**src/rtl/crc_serial_gen_if.sv**
```systemverilog
// -----------------------------------------------------------------------------
// crc_serial_gen_if
//
// Groups the serial frame input and the serial CRC output of crc_serial_gen.
//
// Handshake (one rule for the whole block):
//   A DATA bit is transferred on a rising CLK edge when ACTIVE && READY.
//   ACTIVE high means "this cycle carries a frame bit". The first sampled
//   ACTIVE low ends the frame. While READY is low the engine is shifting its
//   CRC out, and any DATA/ACTIVE presented then is dropped. The source must
//   wait for READY before it starts or continues a frame.
//   On the output side, CRC is meaningful only while VALID is high. DONE
//   pulses for one cycle after the last CRC bit.
//
// Signals:
//   DATA    source -> engine  serial data bit
//   ACTIVE  source -> engine  DATA qualifier / frame envelope
//   READY   engine -> source  DATA/ACTIVE accepted this cycle
//   CRC     engine -> sink    serial CRC bit (LSB of the final LFSR first)
//   VALID   engine -> sink    CRC bit valid
//   DONE    engine -> sink    one-cycle pulse after the last CRC bit
//   OVF     engine -> sink    sticky frame-too-long flag
//   CHK_OK  engine -> sink    residue-zero flag (only with CRC_SERIAL_CHECK_EN)
//
// Modports: master = frame source / CRC sink side, slave = the CRC engine.
// Build option: CRC_SERIAL_CHECK_EN adds CHK_OK.
// -----------------------------------------------------------------------------
interface crc_serial_gen_if;
  logic DATA;
  logic ACTIVE;
  logic READY;
  logic CRC;
  logic VALID;
  logic DONE;
  logic OVF;
`ifdef CRC_SERIAL_CHECK_EN
  logic CHK_OK;

  modport master (
    output DATA,
    output ACTIVE,
    input  READY,
    input  CRC,
    input  VALID,
    input  DONE,
    input  OVF,
    input  CHK_OK
  );

  modport slave (
    input  DATA,
    input  ACTIVE,
    output READY,
    output CRC,
    output VALID,
    output DONE,
    output OVF,
    output CHK_OK
  );
`else
  modport master (
    output DATA,
    output ACTIVE,
    input  READY,
    input  CRC,
    input  VALID,
    input  DONE,
    input  OVF
  );

  modport slave (
    input  DATA,
    input  ACTIVE,
    output READY,
    output CRC,
    output VALID,
    output DONE,
    output OVF
  );
`endif
endinterface

```
**src/rtl/crc_serial_gen.sv**
```systemverilog
// -----------------------------------------------------------------------------
// crc_serial_gen
//
// Bit-serial LFSR CRC engine. It absorbs a variable-length frame one bit per
// cycle. When the frame ends it shifts the CRC out LSB first, with a per-bit
// VALID and a DONE pulse. It then reloads SEED for the next frame. A frame
// longer than MAX_BITS is cut at MAX_BITS bits and flagged on OVF.
//
// Parameters:
//   CRC_W     LFSR / CRC width (2..32)
//   TAPS      tap mask; bit j set -> LFSR[j] gets LFSR[j+1] ^ feedback
//   SEED      LFSR value at reset and at the start of every frame
//   MAX_BITS  maximum data bits absorbed per frame (1..65535)
//   CNT_W     data-bit counter width, >= clog2(MAX_BITS+1)
//
// Ports:
//   CLK        clock, rising edge
//   RST        asynchronous, active-low reset
//   bus        crc_serial_gen_if.slave (DATA, ACTIVE, READY, CRC, VALID,
//              DONE, OVF, and CHK_OK when enabled)
//   dbg_state  current FSM state (0 IDLE, 1 CALC, 2 SHIFT)
//   dbg_lfsr   current LFSR contents
//
// Build option: define CRC_SERIAL_CHECK_EN to add CHK_OK. CHK_OK is set when
// the LFSR is zero after absorbing a frame, which is the receive-side check
// when the frame carries its own CRC. When the macro is undefined, the
// CHK_OK port and its logic are absent.
//
// Every output comes from a flop. READY is registered from the next state, so
// the path from the inputs to the outputs always passes through a register.
// -----------------------------------------------------------------------------
module crc_serial_gen #(
  parameter int              CRC_W    = 8,
  parameter logic [CRC_W-1:0] TAPS    = 8'h44,
  parameter logic [CRC_W-1:0] SEED    = 8'hD8,
  parameter int              MAX_BITS = 64,
  parameter int              CNT_W    = 16
) (
  input  logic              CLK,
  input  logic              RST,
  crc_serial_gen_if.slave   bus,
  output logic [1:0]        dbg_state,
  output logic [CRC_W-1:0]  dbg_lfsr
);

  localparam int SH_W = $clog2(CRC_W + 1);

  localparam logic [CNT_W-1:0] MAX_CNT = CNT_W'(MAX_BITS);
  localparam logic [SH_W-1:0]  SH_LAST = SH_W'(CRC_W);

  typedef enum logic [1:0] {
    S_IDLE  = 2'd0,
    S_CALC  = 2'd1,
    S_SHIFT = 2'd2
  } state_t;

  state_t             state_q, state_d;
  logic [CRC_W-1:0]   lfsr_q,  lfsr_d;
  logic [CNT_W-1:0]   bitcnt_q, bitcnt_d;
  logic [SH_W-1:0]    shcnt_q, shcnt_d;
  logic               crc_q,   crc_d;
  logic               valid_q, valid_d;
  logic               done_q,  done_d;
  logic               ovf_q,   ovf_d;
  logic               ready_q, ready_d;
`ifdef CRC_SERIAL_CHECK_EN
  logic               chk_q,   chk_d;
`endif

  // One Galois-style LFSR step. The feedback enters at the MSB, and every
  // lower bit takes its upper neighbour, XORed with the feedback where the
  // tap mask is set. The tap at the MSB is ignored because that bit is
  // always the feedback itself.
  function automatic logic [CRC_W-1:0] lfsr_step(input logic [CRC_W-1:0] cur,
                                                 input logic             din);
    logic             fb;
    logic [CRC_W-1:0] nxt;
    fb  = cur[0] ^ din;
    nxt = (cur >> 1) ^ (TAPS & {CRC_W{fb}});
    nxt[CRC_W-1] = fb;
    return nxt;
  endfunction

  // Next-state and datapath logic.
  always_comb begin
    state_d  = state_q;
    lfsr_d   = lfsr_q;
    bitcnt_d = bitcnt_q;
    shcnt_d  = shcnt_q;
    crc_d    = crc_q;
    valid_d  = valid_q;
    done_d   = 1'b0;
    ovf_d    = ovf_q;
`ifdef CRC_SERIAL_CHECK_EN
    chk_d    = chk_q;
`endif

    case (state_q)
      S_IDLE: begin
        // LFSR already holds SEED here: from reset or from the end of SHIFT.
        if (bus.ACTIVE) begin
          lfsr_d   = lfsr_step(lfsr_q, bus.DATA);
          bitcnt_d = CNT_W'(1);
          ovf_d    = 1'b0;
`ifdef CRC_SERIAL_CHECK_EN
          chk_d    = 1'b0;
`endif
          state_d  = S_CALC;
        end
      end

      S_CALC: begin
        if (bus.ACTIVE && (bitcnt_q < MAX_CNT)) begin
          lfsr_d   = lfsr_step(lfsr_q, bus.DATA);
          bitcnt_d = bitcnt_q + CNT_W'(1);
        end else begin
          // Frame over, either because ACTIVE dropped or because the length
          // limit was hit. On a limit hit the offered bit is not absorbed.
          // The first CRC bit leaves on this same edge, so VALID follows the
          // first ACTIVE-low sample by exactly one edge.
          if (bus.ACTIVE) begin
            ovf_d = 1'b1;
          end
`ifdef CRC_SERIAL_CHECK_EN
          chk_d    = (lfsr_q == '0);
`endif
          crc_d    = lfsr_q[0];
          lfsr_d   = lfsr_q >> 1;
          valid_d  = 1'b1;
          shcnt_d  = SH_W'(1);
          bitcnt_d = '0;
          state_d  = S_SHIFT;
        end
      end

      S_SHIFT: begin
        // DATA/ACTIVE are not looked at here. READY is low, so the source
        // knows these cycles are not accepted.
        if (shcnt_q < SH_LAST) begin
          crc_d   = lfsr_q[0];
          lfsr_d  = lfsr_q >> 1;
          shcnt_d = shcnt_q + SH_W'(1);
        end else begin
          // The LFSR has been shifted empty. Reload the seed now, so that a
          // frame starting in the DONE cycle begins from SEED.
          crc_d   = 1'b0;
          valid_d = 1'b0;
          done_d  = 1'b1;
          lfsr_d  = SEED;
          shcnt_d = '0;
          state_d = S_IDLE;
        end
      end

      default: begin
        state_d = S_IDLE;
        lfsr_d  = SEED;
      end
    endcase

    ready_d = (state_d != S_SHIFT);
  end

  // State and output registers.
  always_ff @(posedge CLK or negedge RST) begin
    if (!RST) begin
      state_q  <= S_IDLE;
      lfsr_q   <= SEED;
      bitcnt_q <= '0;
      shcnt_q  <= '0;
      crc_q    <= 1'b0;
      valid_q  <= 1'b0;
      done_q   <= 1'b0;
      ovf_q    <= 1'b0;
      ready_q  <= 1'b1;
`ifdef CRC_SERIAL_CHECK_EN
      chk_q    <= 1'b0;
`endif
    end else begin
      state_q  <= state_d;
      lfsr_q   <= lfsr_d;
      bitcnt_q <= bitcnt_d;
      shcnt_q  <= shcnt_d;
      crc_q    <= crc_d;
      valid_q  <= valid_d;
      done_q   <= done_d;
      ovf_q    <= ovf_d;
      ready_q  <= ready_d;
`ifdef CRC_SERIAL_CHECK_EN
      chk_q    <= chk_d;
`endif
    end
  end

  assign bus.CRC   = crc_q;
  assign bus.VALID = valid_q;
  assign bus.DONE  = done_q;
  assign bus.OVF   = ovf_q;
  assign bus.READY = ready_q;
`ifdef CRC_SERIAL_CHECK_EN
  assign bus.CHK_OK = chk_q;
`endif

  assign dbg_state = state_q;
  assign dbg_lfsr  = lfsr_q;

endmodule

```
**src/flat_wrapper.sv**
```systemverilog
// flat-port wrapper written by rule: the top's interface ports become plain ports
module crc_serial_gen_flat 
#(
  parameter int              CRC_W    = 8,
  parameter logic [CRC_W-1:0] TAPS    = 8'h44,
  parameter logic [CRC_W-1:0] SEED    = 8'hD8,
  parameter int              MAX_BITS = 64,
  parameter int              CNT_W    = 16
)
  (CLK, RST, dbg_state, dbg_lfsr, bus_DATA, bus_ACTIVE, bus_READY, bus_CRC, bus_VALID, bus_DONE, bus_OVF);
  crc_serial_gen_if bus_i ();
  input  logic CLK;
  input  logic RST;
  output logic [1:0] dbg_state;
  output logic [CRC_W-1:0] dbg_lfsr;
  input wire logic [$bits(bus_i.DATA)-1:0] bus_DATA;
  input wire logic [$bits(bus_i.ACTIVE)-1:0] bus_ACTIVE;
  output wire logic [$bits(bus_i.READY)-1:0] bus_READY;
  output wire logic [$bits(bus_i.CRC)-1:0] bus_CRC;
  output wire logic [$bits(bus_i.VALID)-1:0] bus_VALID;
  output wire logic [$bits(bus_i.DONE)-1:0] bus_DONE;
  output wire logic [$bits(bus_i.OVF)-1:0] bus_OVF;
  assign bus_i.DATA = bus_DATA;
  assign bus_i.ACTIVE = bus_ACTIVE;
  assign bus_READY = bus_i.READY;
  assign bus_CRC = bus_i.CRC;
  assign bus_VALID = bus_i.VALID;
  assign bus_DONE = bus_i.DONE;
  assign bus_OVF = bus_i.OVF;
  crc_serial_gen #(.CRC_W(CRC_W), .TAPS(TAPS), .SEED(SEED), .MAX_BITS(MAX_BITS), .CNT_W(CNT_W)) u_core (.CLK(CLK), .RST(RST), .bus(bus_i), .dbg_state(dbg_state), .dbg_lfsr(dbg_lfsr));
endmodule
```
**config.mk**
```make
export PLATFORM = sky130hd
export DESIGN_NAME = crc_serial_gen_flat
export DESIGN_NICKNAME = d
export VERILOG_FILES = /design/src/rtl/crc_serial_gen_if.sv /design/src/rtl/crc_serial_gen.sv /design/src/flat_wrapper.sv
export SDC_FILE = /design/constraint.sdc
export NUM_CORES = 1
export LEC_CHECK = 0
export BUFFER_PORTS_ARGS = -buffer_cell sky130_fd_sc_hd__buf_2
export CORE_MARGIN = 3
export CORE_UTILIZATION = 25
export DETAILED_ROUTE_END_ITERATION = 12
export SLEW_MARGIN = 5
export SYNTH_ARGS = -nofsm -noshare
export SYNTH_HDL_FRONTEND = slang
export SYNTH_SLANG_ARGS = --single-unit
```
**constraint.sdc**
```tcl
create_clock -name CLK -period 2.3 [get_ports CLK]
set_clock_uncertainty 0.1 [all_clocks]
set_input_delay 0.46 -clock CLK [delete_from_list [all_inputs] [get_ports CLK]]
set_output_delay 0.46 -clock CLK [all_outputs]
set_load 0.005 [all_outputs]
```
## Yosys cells after proc, flatten, opt, wreduce, memory -nomap -nowiden

Cells that the tools add are included.

| operators by class | value |
|---|---|
| add/subtract/negate cells | 2 |
| magnitude comparators | 2 |
| equal/unequal tests | 7 |
| muxes and demuxes | 26 |
| bitwise gates (word level) | 2 |
| reduce and logical (&&, ||, !) cells | 8 |

Operators by type and width:

| cell | number |
|---|---|
| 16-bit 2-to-1 mux | 2 |
| 16-bit one-hot mux with 2 select lines | 1 |
| 8-bit 2-to-1 mux | 3 |
| 8-bit one-hot mux with 3 select lines | 1 |
| 16-bit by 1-bit adder with 16-bit output, second input constant | 1 |
| 16-bit by 7-bit < comparator with 1-bit output, second input constant | 1 |
| 2-bit inequality test, second input constant | 5 |
| 1-bit 2-to-1 mux | 9 |
| 4-bit 2-to-1 mux | 2 |
| 4-bit one-hot mux with 2 select lines | 1 |
| 7-bit XOR | 1 |
| 2-bit 2-to-1 mux | 3 |
| 1-bit one-hot mux with 2 select lines | 3 |
| 2-bit one-hot mux with 3 select lines | 1 |
| 4-bit by 1-bit adder with 4-bit output, second input constant | 1 |
| 4-bit < comparator, second input constant | 1 |
| 2-bit AND reduction | 2 |
| 4-bit AND reduction | 1 |
| 2-bit nonzero test | 2 |
| 3-bit AND reduction | 1 |
| 2-bit by 1-bit == test with 1-bit output, second input constant | 1 |
| 2-bit == test, second input constant | 1 |
| 2-bit zero test | 1 |
| 1-bit logical AND | 1 |
| 1-bit XOR | 1 |

| word-level totals | value |
|---|---|
| flip-flop bits (word level) | 35 |
| bits of input ports | 4 |
| logic and storage cells | 56 |

## Depth between registers and ports, before layout

| logic depth | value |
|---|---|
| depth after elaboration | 5 |
| depth in mapped cells | 5 |
| mapped depth without buffers | 5 |

## Least setup slack after synthesis

OpenSTA, ideal clock, no wires.

| path | value |
|---|---|
| path kind | register to register |
| start point | register u_core.bitcnt_q[0] |
| end point | register u_core.bitcnt_q[14] |
| arrival | 1719 ps |
| data required time | 2122 ps |
| slack | 403 ps |
| stages on the path, launching flop included | 6 |
| path buffers | 0 |
| period minus slack after synthesis | 1897 ps |
| cell sequence | dfrtp_1 > ha_1 > inv_1 > or4_1 > or4_1 > a21oi_1 |

| between the ends | value |
|---|---|
| cells in the longest elaborated chain, start to end | 4 |
| elaborated cells between the ends (all ways) | 5 |
| those cells by class | 1 x add/sub; 1 x order compare; 2 x mux; 1 x reduce/logical |

RTL lines:

| element | line | RTL |
|---|---|---|
| start: declaration | crc_serial_gen.sv:59 | `logic [CNT_W-1:0] bitcnt_q, bitcnt_d;` |
| start signal: assignment | crc_serial_gen.sv:182 | `bitcnt_q <= bitcnt_d;` |
| 16-bit by 7-bit < comparator with 1-bit output | crc_serial_gen.sv:113 | `if (bus.ACTIVE && (bitcnt_q < MAX_CNT)) begin` |
| 1-bit logical AND | crc_serial_gen.sv:113 |  |
| 16-bit 2-to-1 mux * | crc_serial_gen.sv:113 |  |
| 16-bit one-hot mux with 2 select lines * | crc_serial_gen.sv:98 | `case (state_q)` |

Mark *: on every way between the ends. The rest lies on a longest branch, timed or not.
A chain may end at the register's enable or synchronous reset.

## Worst setup path after layout

Same ends and word-level chain as after synthesis.

==> impl_results.md <==
* Mapped Nets at 187
* Post-synthesis cell area at 1700 um^2
* # hold bufs at CTS at 0
* CP Class: register to register
* Cell row count at 29
* Share of the synthesized area in the top cell type at between 40% and 50%
* Total power at about 2.4 mW
* Worst-path clk slew at approximately 0.07 ns
* Most common cell after layout, fill and taps aside: dfrtp_1
* DP Worst Slack at approximately 0.18 ns
* Cts repair resizes at 0
* Peak supply drop at 0.542 mV
* Tmin final at approximately 2 ns
* # setup viols final at 0
* Vias per Instance at slightly above 5
* Pwr dens at between 1000 and 1500 nW/um^2
* Top cells by area, synth: dfrtp_1 (44%), dfstp_2 (7.7%), nor2_1 (5.3%)
* Hold WC Path Type: input port to async pin
* Overflow after GRT at 0
* Cell taking the most area after synthesis: dfrtp_1
* First-pass GRT wire length at approximately 6900 um
* Post-Syn Instances at between 150 and 200
* Max_cap viols at 0
* Seq/Total Area, Yosys at about half
* Drt total wl at a little under 4000 um
* CORE AREA at 6460 um^2
* Hold Violations, Final at 0
* Root buf cell: clkbuf_8
* # Post-CTS Setup Buffers at 0
* DRC viols at 0
* Avg Cell Area, Syn at 9.38 um^2
* DIE HEIGHT at between 80 and 90 um
* First-iteration detailed-routing DRC count at 120
* I/O Buffers at 18
* Worst slew pin tran at 0.787 ns
* Final setup TNS at 0 ns
* Post-route ant nets at 0
* Synth-to-layout area growth at 17.7%
* Final period utilization at 89.4%
* Final Max Slew Viols at 0
* Starting density of the core at a little over a quarter
* CTS tree: done
* Total track usage at 11.2%
* Largest net degree at the start of global routing at 36
* Htree depth at 2
* Critical path launch point type: register
* Most frequent cells in the layout: dfrtp_1 (30), nor2_1 (24), buf_2 (18)
* Yosys warning count at 0
* Longest Clk Path Bufs at 2
* Share of post-route cells with drive strength above 1 at between 10% and 20%
* Die ar. at 7820 um^2
* Die X at around 88 um
* Crit Path Max Fanout at 5
* Initial antenna violation count at 0
* GP Congestion at just under 0.8
* Worst setup EP type: register
* Drt first pass iters at 4
* CTS buffer count at 5
* WL/cell at between 10 and 15 um
* RSZ-0062 raised after global routing: no
* Post-synth cell types at 39
* Leak at 0.878 nW
* Status: finished, final reports clean
* WP data arrival at between 2 and 2.5 ns
* Clock Latency Late Sink at slightly below 0.3 ns
* Vias in the first global route at approximately 1400
* Nets@finish at 212
* Data required time of the worst path at 2.41 ns
* Fmax at approximately 490 MHz
* Slew HR at 47.5%
* CTS sink cnt at 35
* Top Ports at 19
* Hpwl dp at between 2000 and 3000 um
* #FFs+latches synth at 35
* Final worst slack at between 0.2 and 0.25 ns
* Via count at between 1000 and 1500
* Antenna fix cells at 0
==> state kept, by name, indices dropped and copies added (netlist names) <==
signal	flops
u_core.bitcnt_q	16
u_core.bus.CRC	1
u_core.bus.DONE	1
u_core.bus.OVF	1
u_core.bus.READY	1
u_core.bus.VALID	1
u_core.dbg_lfsr	8
u_core.dbg_state	2
u_core.shcnt_q	4
==> path summary, 6_finish.rpt <==
check / slack, ns / to / startpoint / cells past startpoint
worst max-delay path: 0.24 / u_core.bitcnt_q[14]$_DFFE_PN0P_ / u_core.bitcnt_q[0]$_DFFE_PN0P_ / 5
worst min-delay path: 0.14 / u_core.dbg_lfsr[5]$_DFFE_PN0N_ / RST / 1
worst max register to register: 0.24 / u_core.bitcnt_q[14]$_DFFE_PN0P_ / u_core.bitcnt_q[0]$_DFFE_PN0P_ / 5
worst min register to register: 0.41 / u_core.bitcnt_q[15]$_DFFE_PN0P_ / u_core.bitcnt_q[15]$_DFFE_PN0P_ / 1
max in group asynchronous: 1.44 / u_core.bitcnt_q[9]$_DFFE_PN0P_ / RST / 1
min in group CLK: 0.41 / u_core.bitcnt_q[15]$_DFFE_PN0P_ / u_core.bitcnt_q[15]$_DFFE_PN0P_ / 1
==> stage by stage <==
stage / area, um^2 / std cells / util (%) / hold slack, ns
after floorplan: 1700 / 181 / - / 0.0644
after global placement: 1910 / 276 / 29.6 / 0.371
after detailed placement: 1910 / 276 / 29.6 / 0.375
after CTS: 2000 / 283 / 30.9 / 0.178
after global routing: 2000 / 283 / 30.9 / 0.203
final: 2000 / 283 / 30.9 / 0.145
==> routing by layer <==
metal | global-route usage, % | up-vias | wire [um]
li1 | - | 707 | -
met1 | 15.4 | 703 | 1810
met2 | 17.0 | 27 | 1820
met3 | 3.91 | 4 | 214
met4 | 2.61 | 0 | 39
met5 | 0 | - | 0
==> Yosys cell counts <==
library cell / number
and3_1: 3
clkbuf_1: 7
a41oi_1: 1
or4_1: 2
nand3b_1: 1
xor2_1: 1
dfrtp_1: 30
a22oi_1: 3
nor3_1: 4
nand2b_1: 4
nand4_1: 1
nor2b_1: 2
a21oi_1: 14
ha_1: 2
nand4b_1: 1
nand3_1: 6
a211oi_1: 2
a211o_1: 1
o31ai_1: 1
and2_1: 1
mux2i_1: 1
dfstp_2: 5
nor2_1: 24
nand2_1: 15
or3_1: 2
o22a_1: 3
o21ba_2: 1
o21ai_0: 13
nor4_1: 5
o32a_1: 1
nor4b_1: 1
o211ai_1: 2
a21o_1: 2
a31oi_1: 7
a221o_1: 1
a221oi_1: 1
o21bai_2: 1
inv_1: 6
xnor2_1: 3
==> logic make-up after synthesis <==
family / count (synthesis) / share of synthesized area [%]
adders and majority gates: 2 / 1.47
muxes: 1 / 0.590
xor gates and xnor gates: 4 / 2.06
buffers and inverters: 13 / 2.87
DFF: 35 / 52.0
and+or+nand+nor: 72 / 20.6
AOI/OAI and AO/OA: 54 / 20.5
==> critical path, cell delays in order (launching register included) <==
cell,delay [ns]
dfrtp_1,0.43
ha_1,0.20
inv_1,0.08
or4_1,0.55
or4_1,0.48
a21oi_1,0.15
==> power by group <==
part | switching [mW] | leakage (nW) | internal [mW]
Clock | 0.218 | 0.0470 | 0.235
Combinational | 0.534 | 0.383 | 0.398
Sequential | 0.162 | 0.449 | 0.813
==> area by class of cell <==
cell class	count	area, um^2
Fill cell	685	4460
Sequential cell	35	882
Multi-Input combinational cell	133	767
Timing Repair Buffer	25	143
Tap cell	77	96.3
Clock buffer	6	82.6
Inverter	6	22.5
Clock inverter	1	5.00
No activity file was read; power rests on OpenSTA's default activity.
